## src/rtl/demux_pkg.sv

```systemverilog
// rtl/demux_pkg.sv - select encoding and port count shared by the 1:4 stream demux
package demux_pkg;

  localparam int NUM_PORTS = 4;

  localparam logic [1:0] SEL_A = 2'b00;
  localparam logic [1:0] SEL_B = 2'b01;
  localparam logic [1:0] SEL_C = 2'b10;
  localparam logic [1:0] SEL_D = 2'b11;

  // one-hot destination for a 2-bit select: bit0=a .. bit3=d
  function automatic logic [NUM_PORTS-1:0] sel_decode(input logic [1:0] sel);
    logic [NUM_PORTS-1:0] oh;
    case (sel)
      SEL_A:   oh = 4'b0001;
      SEL_B:   oh = 4'b0010;
      SEL_C:   oh = 4'b0100;
      default: oh = 4'b1000;
    endcase
    return oh;
  endfunction

endpackage

```

## src/rtl/demux1to4_stream_if.sv

```systemverilog
// rtl/demux1to4_stream_if.sv - stream bus of the 1:4 demux; in_bcast exists only with DEMUX_BROADCAST_EN
interface demux1to4_stream_if #(parameter int WIDTH = 8);

  logic [WIDTH-1:0] in_data;
  logic [1:0]       in_select;
  logic             in_valid;
  logic             in_ready;
`ifdef DEMUX_BROADCAST_EN
  logic             in_bcast;
`endif
  logic [WIDTH-1:0] a;
  logic [WIDTH-1:0] b;
  logic [WIDTH-1:0] c;
  logic [WIDTH-1:0] d;
  logic [3:0]       out_valid;
  logic [3:0]       out_ready;

  modport master (
    output in_data, in_select, in_valid, out_ready,
`ifdef DEMUX_BROADCAST_EN
    output in_bcast,
`endif
    input  in_ready, a, b, c, d, out_valid
  );

  modport slave (
    input  in_data, in_select, in_valid, out_ready,
`ifdef DEMUX_BROADCAST_EN
    input  in_bcast,
`endif
    output in_ready, a, b, c, d, out_valid
  );

endinterface

```

## src/rtl/stream_fifo.sv

```systemverilog
// rtl/stream_fifo.sv - small per-port FIFO, registered storage, no fall-through
module stream_fifo #(
  parameter int WIDTH = 8,
  parameter int DEPTH = 2
) (
  input  logic             clk,
  input  logic             rst,
  input  logic             push,
  input  logic             pop,
  input  logic [WIDTH-1:0] din,
  output logic [WIDTH-1:0] dout,
  output logic             full,
  output logic             empty
);

  localparam int AW = $clog2(DEPTH);

  logic [WIDTH-1:0] mem [DEPTH];
  logic [AW:0]      wr_ptr;
  logic [AW:0]      rd_ptr;
  logic [AW-1:0]    last_idx;
  logic             do_push;
  logic             do_pop;

  // extra pointer bit distinguishes full from empty when the indices match
  assign empty    = (wr_ptr == rd_ptr);
  assign full     = (wr_ptr[AW] != rd_ptr[AW]) && (wr_ptr[AW-1:0] == rd_ptr[AW-1:0]);
  assign do_push  = push & ~full;
  assign do_pop   = pop & ~empty;

  // while empty, show the entry just popped so the output holds its last value
  assign last_idx = rd_ptr[AW-1:0] - AW'(1);
  assign dout     = empty ? mem[last_idx] : mem[rd_ptr[AW-1:0]];

  // storage and pointer update; reset clears contents so outputs start at zero
  always_ff @(posedge clk) begin
    if (rst) begin
      wr_ptr <= '0;
      rd_ptr <= '0;
      for (int i = 0; i < DEPTH; i++) mem[i] <= '0;
    end else begin
      if (do_push) begin
        mem[wr_ptr[AW-1:0]] <= din;
        wr_ptr              <= wr_ptr + (AW+1)'(1);
      end
      if (do_pop) rd_ptr <= rd_ptr + (AW+1)'(1);
    end
  end

endmodule

```

## src/rtl/demux1to4_stream.sv

```systemverilog
// rtl/demux1to4_stream.sv - 1:4 stream demux with per-port FIFOs and pop counters; DEMUX_BROADCAST_EN adds broadcast
module demux1to4_stream
  import demux_pkg::*;
#(
  parameter int WIDTH = 8,
  parameter int DEPTH = 2,
  parameter int CNT_W = 8
) (
  input  logic                clk,
  input  logic                rst,
  demux1to4_stream_if.slave   bus,
  output logic [CNT_W-1:0]    cnt_a,
  output logic [CNT_W-1:0]    cnt_b,
  output logic [CNT_W-1:0]    cnt_c,
  output logic [CNT_W-1:0]    cnt_d
);

  logic [NUM_PORTS-1:0] sel_oh;
  logic [NUM_PORTS-1:0] dest;
  logic [NUM_PORTS-1:0] full;
  logic [NUM_PORTS-1:0] empty;
  logic [NUM_PORTS-1:0] push_vec;
  logic [NUM_PORTS-1:0] pop_vec;
  logic [WIDTH-1:0]     dout [NUM_PORTS];
  logic [CNT_W-1:0]     cnt  [NUM_PORTS];
  logic                 accept;

  assign sel_oh = sel_decode(bus.in_select);

  // ready looks only at destination fullness, never at in_valid; a full
  // FIFO refuses even while it is being popped (no pass-through)
`ifdef DEMUX_BROADCAST_EN
  assign bus.in_ready = bus.in_bcast ? ~|full : ~full[bus.in_select];
  assign dest         = bus.in_bcast ? {NUM_PORTS{1'b1}} : sel_oh;
`else
  assign bus.in_ready = ~full[bus.in_select];
  assign dest         = sel_oh;
`endif

  assign accept        = bus.in_valid & bus.in_ready;
  assign push_vec      = dest & {NUM_PORTS{accept}};
  assign pop_vec       = ~empty & bus.out_ready;
  assign bus.out_valid = ~empty;

  for (genvar k = 0; k < NUM_PORTS; k++) begin : g_port
    stream_fifo #(.WIDTH(WIDTH), .DEPTH(DEPTH)) u_fifo (
      .clk   (clk),
      .rst   (rst),
      .push  (push_vec[k]),
      .pop   (pop_vec[k]),
      .din   (bus.in_data),
      .dout  (dout[k]),
      .full  (full[k]),
      .empty (empty[k])
    );
  end

  assign bus.a = dout[0];
  assign bus.b = dout[1];
  assign bus.c = dout[2];
  assign bus.d = dout[3];

  // per-port pop counters, free-running with natural wrap
  always_ff @(posedge clk) begin
    for (int k = 0; k < NUM_PORTS; k++) begin
      if (rst)             cnt[k] <= '0;
      else if (pop_vec[k]) cnt[k] <= cnt[k] + CNT_W'(1);
    end
  end

  assign cnt_a = cnt[0];
  assign cnt_b = cnt[1];
  assign cnt_c = cnt[2];
  assign cnt_d = cnt[3];

endmodule

```

## src/flat_wrapper.sv

```systemverilog
// flat-port wrapper written by rule: the top's interface ports become plain ports
module demux1to4_stream_flat import demux_pkg::*;
#(
  parameter int WIDTH = 8,
  parameter int DEPTH = 2,
  parameter int CNT_W = 8
)
  (clk, rst, cnt_a, cnt_b, cnt_c, cnt_d, bus_in_data, bus_in_select, bus_in_valid, bus_out_ready, bus_in_ready, bus_a, bus_b, bus_c, bus_d, bus_out_valid);
  demux1to4_stream_if #(.WIDTH(WIDTH)) bus_i ();
  input  logic clk;
  input  logic rst;
  output logic [CNT_W-1:0] cnt_a;
  output logic [CNT_W-1:0] cnt_b;
  output logic [CNT_W-1:0] cnt_c;
  output logic [CNT_W-1:0] cnt_d;
  input wire logic [$bits(bus_i.in_data)-1:0] bus_in_data;
  input wire logic [$bits(bus_i.in_select)-1:0] bus_in_select;
  input wire logic [$bits(bus_i.in_valid)-1:0] bus_in_valid;
  input wire logic [$bits(bus_i.out_ready)-1:0] bus_out_ready;
  output wire logic [$bits(bus_i.in_ready)-1:0] bus_in_ready;
  output wire logic [$bits(bus_i.a)-1:0] bus_a;
  output wire logic [$bits(bus_i.b)-1:0] bus_b;
  output wire logic [$bits(bus_i.c)-1:0] bus_c;
  output wire logic [$bits(bus_i.d)-1:0] bus_d;
  output wire logic [$bits(bus_i.out_valid)-1:0] bus_out_valid;
  assign bus_i.in_data = bus_in_data;
  assign bus_i.in_select = bus_in_select;
  assign bus_i.in_valid = bus_in_valid;
  assign bus_i.out_ready = bus_out_ready;
  assign bus_in_ready = bus_i.in_ready;
  assign bus_a = bus_i.a;
  assign bus_b = bus_i.b;
  assign bus_c = bus_i.c;
  assign bus_d = bus_i.d;
  assign bus_out_valid = bus_i.out_valid;
  demux1to4_stream #(.WIDTH(WIDTH), .DEPTH(DEPTH), .CNT_W(CNT_W)) u_core (.clk(clk), .rst(rst), .bus(bus_i), .cnt_a(cnt_a), .cnt_b(cnt_b), .cnt_c(cnt_c), .cnt_d(cnt_d));
endmodule
```

## config.mk

```make
export PLATFORM = sky130hd
export DESIGN_NAME = demux1to4_stream_flat
export DESIGN_NICKNAME = d
export VERILOG_FILES = /design/src/rtl/demux_pkg.sv /design/src/rtl/demux1to4_stream_if.sv /design/src/rtl/stream_fifo.sv /design/src/rtl/demux1to4_stream.sv /design/src/flat_wrapper.sv
export SDC_FILE = /design/constraint.sdc
export NUM_CORES = 1
export LEC_CHECK = 0
export CAP_MARGIN = 25
export CORE_MARGIN = 2
export CORE_UTILIZATION = 30
export DETAILED_ROUTE_END_ITERATION = 7
export SLEW_MARGIN = 0
export SYNTH_ARGS = -nofsm -noshare
export SYNTH_HDL_FRONTEND = slang
export SYNTH_SLANG_ARGS = --single-unit
export TNS_END_PERCENT = 30
```

## constraint.sdc

```tcl
create_clock -name clk -period 5.11 [get_ports clk]
set_input_delay 1.022 -clock clk [delete_from_list [all_inputs] [get_ports clk]]
set_output_delay 1.022 -clock clk [all_outputs]
set_load 0.02 [all_outputs]
```

After elaboration in Yosys (flattened, before gate mapping)
Memory sizes are Yosys's and may differ from the RTL's. A register that Yosys moved wholly into a read port is not among the register bits.
Index checks and enable logic that the tools add are counted.
{"block": "totals", "romBits": 0, "in_bits": 17, "ramBits": 96, "out_inout_bits": 69, "regBits": 16, "latch_bits": 0, "wordCells": 135, "memories": 5}
{"block": "classes", "n_mul": 0, "n_div": 0, "reduce_logical": 9, "shift": 0, "n_bitwise": 25, "n_mux": 57, "eq_ne": 14, "magnitude_cmp": 1, "addsub": 16}
{"name": "u_core.cnt", "depth": 4, "width": 8, "read_ports": 4, "rd_ports_with_merged_regs": 0, "write_ports": 4, "line_no": "demux1to4_stream.sv:25", "text": "logic [CNT_W-1:0] cnt [NUM_PORTS];"}
{"name": "u_core.g_port[0].u_fifo.mem", "depth": 2, "width": 8, "read_ports": 2, "rd_ports_with_merged_regs": 1, "write_ports": 2, "line_no": "stream_fifo.sv:18", "text": "logic [WIDTH-1:0] mem [DEPTH];"}
{"name": "u_core.g_port[1].u_fifo.mem", "depth": 2, "width": 8, "read_ports": 2, "rd_ports_with_merged_regs": 1, "write_ports": 2, "line_no": "stream_fifo.sv:18"}
{"name": "u_core.g_port[2].u_fifo.mem", "depth": 2, "width": 8, "read_ports": 2, "rd_ports_with_merged_regs": 1, "write_ports": 2, "line_no": "stream_fifo.sv:18"}
{"name": "u_core.g_port[3].u_fifo.mem", "depth": 2, "width": 8, "read_ports": 2, "rd_ports_with_merged_regs": 1, "write_ports": 2, "line_no": "stream_fifo.sv:18"}
{"operator": "8-bit two-way mux", "count": 12}
{"operator": "1-bit two-way mux", "count": 43}
{"operator": "8-bit by 1-bit adder with 8-bit output (second input constant)", "count": 4}
{"operator": "8-bit OR reduction", "count": 4}
{"operator": "2-bit by 1-bit adder with 2-bit output (second input constant)", "count": 8}
{"operator": "4-bit case mux with 3 select lines", "count": 1}
{"operator": "1-bit bitwise AND", "count": 9}
{"operator": "1-bit inverter", "count": 9}
{"operator": "4-bit bitwise AND", "count": 2}
{"operator": "2-bit equality test", "count": 4}
{"operator": "1-bit equality test", "count": 4}
{"operator": "1-bit logical AND", "count": 4}
{"operator": "1-bit != test", "count": 4}
{"operator": "4-bit inverter", "count": 1}
{"operator": "1-bit bitwise OR", "count": 4}
{"operator": "1-bit subtractor (second input constant)", "count": 4}
{"operator": "2-bit by 3-bit < comparator with 1-bit output (second input constant)", "count": 1}
{"operator": "1-bit binary-select mux with 2-bit select", "count": 1}
{"operator": "2-bit by 1-bit equality test with 1-bit output (second input constant)", "count": 1}
{"operator": "2-bit equality test (second input constant)", "count": 1}
{"operator": "2-bit zero test", "count": 1}

Depth between registers and ports, before layout
{"block": "depth", "word_depth": 13, "ltp_mapped": 7, "ltp_nobuf": 5}

By module
From an unflattened synthesis, not the netlist that was laid out.
{"block": "unflattened", "hier_cells": 868, "hier_area_um2": 8002.7}
{"mod": "stream_fifo", "seq_area_each_um2": 580.6, "n_inst": 4, "area_per_inst_um2": 1572.8, "cells_per_inst": 178}
{"mod": "demux1to4_stream", "seq_area_each_um2": 960.9, "n_inst": 1, "area_per_inst_um2": 1711.6, "cells_per_inst": 156}

Worst setup path before layout
Ideal clock, no wire load.
{"block": "synth_path", "path_type": "input to output", "from": "input port bus_in_select[1]", "to": "output port bus_in_ready", "slack_ns": 2.050, "n_path_buf": 1, "arrival_ns": 2.038, "required_ns": 4.088, "cell_stages": 4, "path_cell_list": "buf_2 nand4_1 nand2_1 a311oi_1"}
{"block": "synth_between", "elab_chain_cells": 3}
{"element": "start, declared", "line_no": "flat_wrapper.sv:17", "text": "input wire logic [$bits(bus_i.in_select)-1:0] bus_in_select;"}
{"element": "1-bit binary-select mux with 2-bit select", "line_no": "demux1to4_stream.sv:36", "text": "assign bus.in_ready = ~full[bus.in_select];"}
{"element": "1-bit two-way mux (implied by the code)", "line_no": "demux1to4_stream.sv:36"}
{"element": "1-bit inverter", "line_no": "demux1to4_stream.sv:36"}
{"element": "end, declared", "line_no": "flat_wrapper.sv:20", "text": "output wire logic [$bits(bus_i.in_ready)-1:0] bus_in_ready;"}
Every way passes these cells. The select of a mux whose other input is x is not followed.

Worst setup path in the final report
{"block": "layout_path", "from": "input port bus_in_select[0]", "to": "output port bus_in_ready"}
Same word-level chain as after synthesis.

==> summary.txt <==
GRT
  – Initial antenna violation count: 1
  – First-pass GRT wire length: 19200 um
  – Gr ovfl total: 0
  – Vias in the first global route: 3643
  – Gr usage total: 0.129
  – Pin count of the biggest net entering global routing: 46

Clocking
  – Longest Clk Path Bufs: 2
  – Root Buffer Master: clkbuf_16
  – Hold buffers post-CTS: 0
  – # Post-CTS Setup Buffers: 0
  – Reg clk slew, reported paths: 0.05 ns
  – CTS buffer count: 17
  – Later-pin clock latency in the skew report: 0.41 ns
  – TritonCTS Sinks: 116
  – H-tree depth: 4
  – PostCTS Resize Cnt: 0
  – CTS tree: yes

Timing
  – Worst rel slew slack: 0.454
  – Setup TNS: 0 ns
  – RSZ-0062 raised after global routing: false
  – Final worst slack: 0.924 ns
  – Pins Over Slew Limit: 0
  – Post-route clock skew: 0.00606 ns
  – Fin. Hold Viols: 0
  – Minimum clock period: 4.19 ns
  – Tcrit/Tclk final: 0.819
  – Actual slew at the worst max-slew pin: 0.816 ns
  – Setup violators final: 0
  – Fmax: 239 MHz

Die
  – Core area: 17900 um^2
  – Row count: 49
  – Die H: 139 um
  – Die width: 139 um
  – Initial core utilization: 0.306
  – IO Count: 86
  – Die Area: 19300 um^2

Setup path
  – Startpoint types: input pin
  – Bufs and invs on worst path: 3
  – Worst reg2reg setup slack: 2.90 ns
  – CP top delay family: buffers and inverters
  – Worst EP required: 4.09 ns
  – CP max stage delay: 0.69 ns
  – Critical path's most frequent cell: clkdlybuf4s50_1
  – Worst Path Arrival: 3.16 ns
  – Crit path cell chain: clkdlybuf4s50_1 -> inv_1 -> nand4_1 -> nand2_1 -> a311oi_1 -> clkdlybuf4s50_1
  – Max FO, Critical Path: 8
  – Reg2Reg Depth: 4
  – CP Capture Type: output port
  – R2R Path Start: u_core.g_port[2].u_fifo.rd_ptr[0]
  – Critical-path top delay cell: clkdlybuf4s50_1
  – Reg-to-reg endpoint: u_core.g_port[2].u_fifo.mem[1][7]
  – Crit Path Class: in -> out

Layout
  – Sequential cell area: 3280 um^2
  – Design area: 7090 um^2
  – Nets@finish: 569
  – Fillers: 1711
  – Multi-input logic area: 2020 um^2
  – Layout cells sized above 1: 0.148
  – Commonest non-fill, non-tap cells in the layout: 116 x nor2_1, 96 x edfxtp_1, 85 x clkdlybuf4s50_1
  – Area growth from synthesis to layout: 29.5%
  – Final cell count without fillers: 791
  – Post-layout util: 0.396
  – Commonest non-fill, non-tap cell in the layout: nor2_1

Power
  – Leakage: 2.51 nW
  – Peak VDD IR: 0.248 mV
  – PD cells: 415 nW/um^2

Synthesis
  – Ys Warns: 0
  – EDFF count, synth: 96
  – Synth Instances: 468
  – Post-Syn Area per Cell: 11.7 um^2
  – Post-Syn Area: 5470 um^2
  – Post-synthesis sequential area ratio: 0.600
  – Ys async rst share: 0
  – Synthesized flop and latch total: 116
  – Main synth FF type: edfxtp_1
  – Count of cell types in the netlist: 48
  – Mapped Nets: 489

Place
  – Buffers on Ports: 85
  – Inst Count DP: 758
  – Placed Area: 6500 um^2
  – HPWL after DPL: 8440 um
  – Gpl congestion: 0.800
  – Worst slack, placed: 0.979 ns

Hold path
  – Worst hold start: u_core.g_port[2].u_fifo.wr_ptr[1]
  – WHS Endpoint: u_core.g_port[2].u_fifo.wr_ptr[1]
  – Hold Path Depth: 2
  – Hold Crit Class: reg -> reg

Route
  – Routed vias: 3680
  – Final WL: 12100 um
  – Antenna viol nets, final: 0
  – DRT iter0 DRCs: 159
  – First-pass iteration count of the detailed router: 4
  – # DRC: 0
  – Via-per-instance ratio: 4.65
  – Average wire per standard cell: 15.3 um

Job
  – Max Cap Viol: 0

Outcome
  – Status: finished clean
==> registers in the layout, indices dropped and copies added (netlist names), named ones only <==
name                         count
u_core.g_port.u_fifo.mem        64
u_core.g_port.u_fifo.rd_ptr      8
u_core.cnt                      32
u_core.g_port.u_fifo.wr_ptr      8
==> metrics by stage <==
step	total power [mW]	hold slack [ns]
floorplan	1.55	0.486
global placement	1.79	0.505
global route	3.06	0.543
CTS	2.97	0.521
finish	2.94	0.523
detailed placement	1.80	0.514
==> worst max path at each step <==
stage | cells after the start | to | slack (ns) | from
2_1_floorplan | 4 | bus_in_ready | 2.05 | bus_in_select[1]
3_3_place_gp | 6 | bus_in_ready | 0.95 | bus_in_select[0]
3_5_place_dp | 6 | bus_in_ready | 0.98 | bus_in_select[0]
4_1_cts | 6 | bus_in_ready | 0.96 | bus_in_select[0]
5_1_grt | 6 | bus_in_ready | 0.72 | bus_in_select[0]
6_report | 6 | bus_in_ready | 0.92 | bus_in_select[0]
==> power breakdown <==
group          internal, mW  total [mW]  switching, mW
sequential             1.11        1.17         0.0636
clock                 0.722        1.16          0.440
combinational         0.284       0.608          0.325
total                  2.11        2.94          0.829
==> cells in the mapped netlist (5+ instances only) <==
master	n	area share
dfxtp_1	20	0.073
nand2b_1	21	0.024
o211ai_1	5	0.0069
mux2_2	32	0.066
o21ai_0	5	0.0046
xor2_1	26	0.042
buf_2	6	0.0055
nor2_1	116	0.080
buf_1	8	0.0055
nand3_1	18	0.016
clkbuf_1	6	0.0041
or2_2	6	0.0069
and3_1	5	0.0057
nand2_1	14	0.0096
a21oi_1	10	0.0091
inv_1	12	0.0082
edfxtp_1	96	0.53
xnor2_1	15	0.024
o21ai_2	5	0.0080
==> layer usage <==
metal,vias to the layer above,global-route usage,wire [um]
li1,1786,-,-
met1,1790,0.163,5570
met2,89,0.203,5850
met3,15,0.0383,514
met4,0,0.0595,208
met5,-,0,0
==> final cells by class <==
class                      instances  area share
inverter                          12     0.00636
clock inverter                    14      0.0221
antenna                            1    0.000353
timing repair buffer              86       0.121
multi-input combinational        315       0.286
sequential                       116       0.463
clock buffer                      18      0.0606
tap                              229      0.0404
==> logic make-up after synthesis <==
kind of cell / Yosys count / share of synthesized area
and+or+nand+nor: 196 / 0.164
DFF: 116 / 0.600
xor gates and xnor gates: 44 / 0.0745
AOI/OAI and AO/OA: 38 / 0.0549
buffers and inverters: 37 / 0.0300
muxes: 33 / 0.0677
adders and majority gates: 4 / 0.00915
==> tightest hold or removal path: stages (launching register included) <==
cell and delay (ns):
dfxtp_1 0.33, inv_1 0.08, a211oi_1 0.06
No activity file was read; power rests on OpenSTA's default activity.
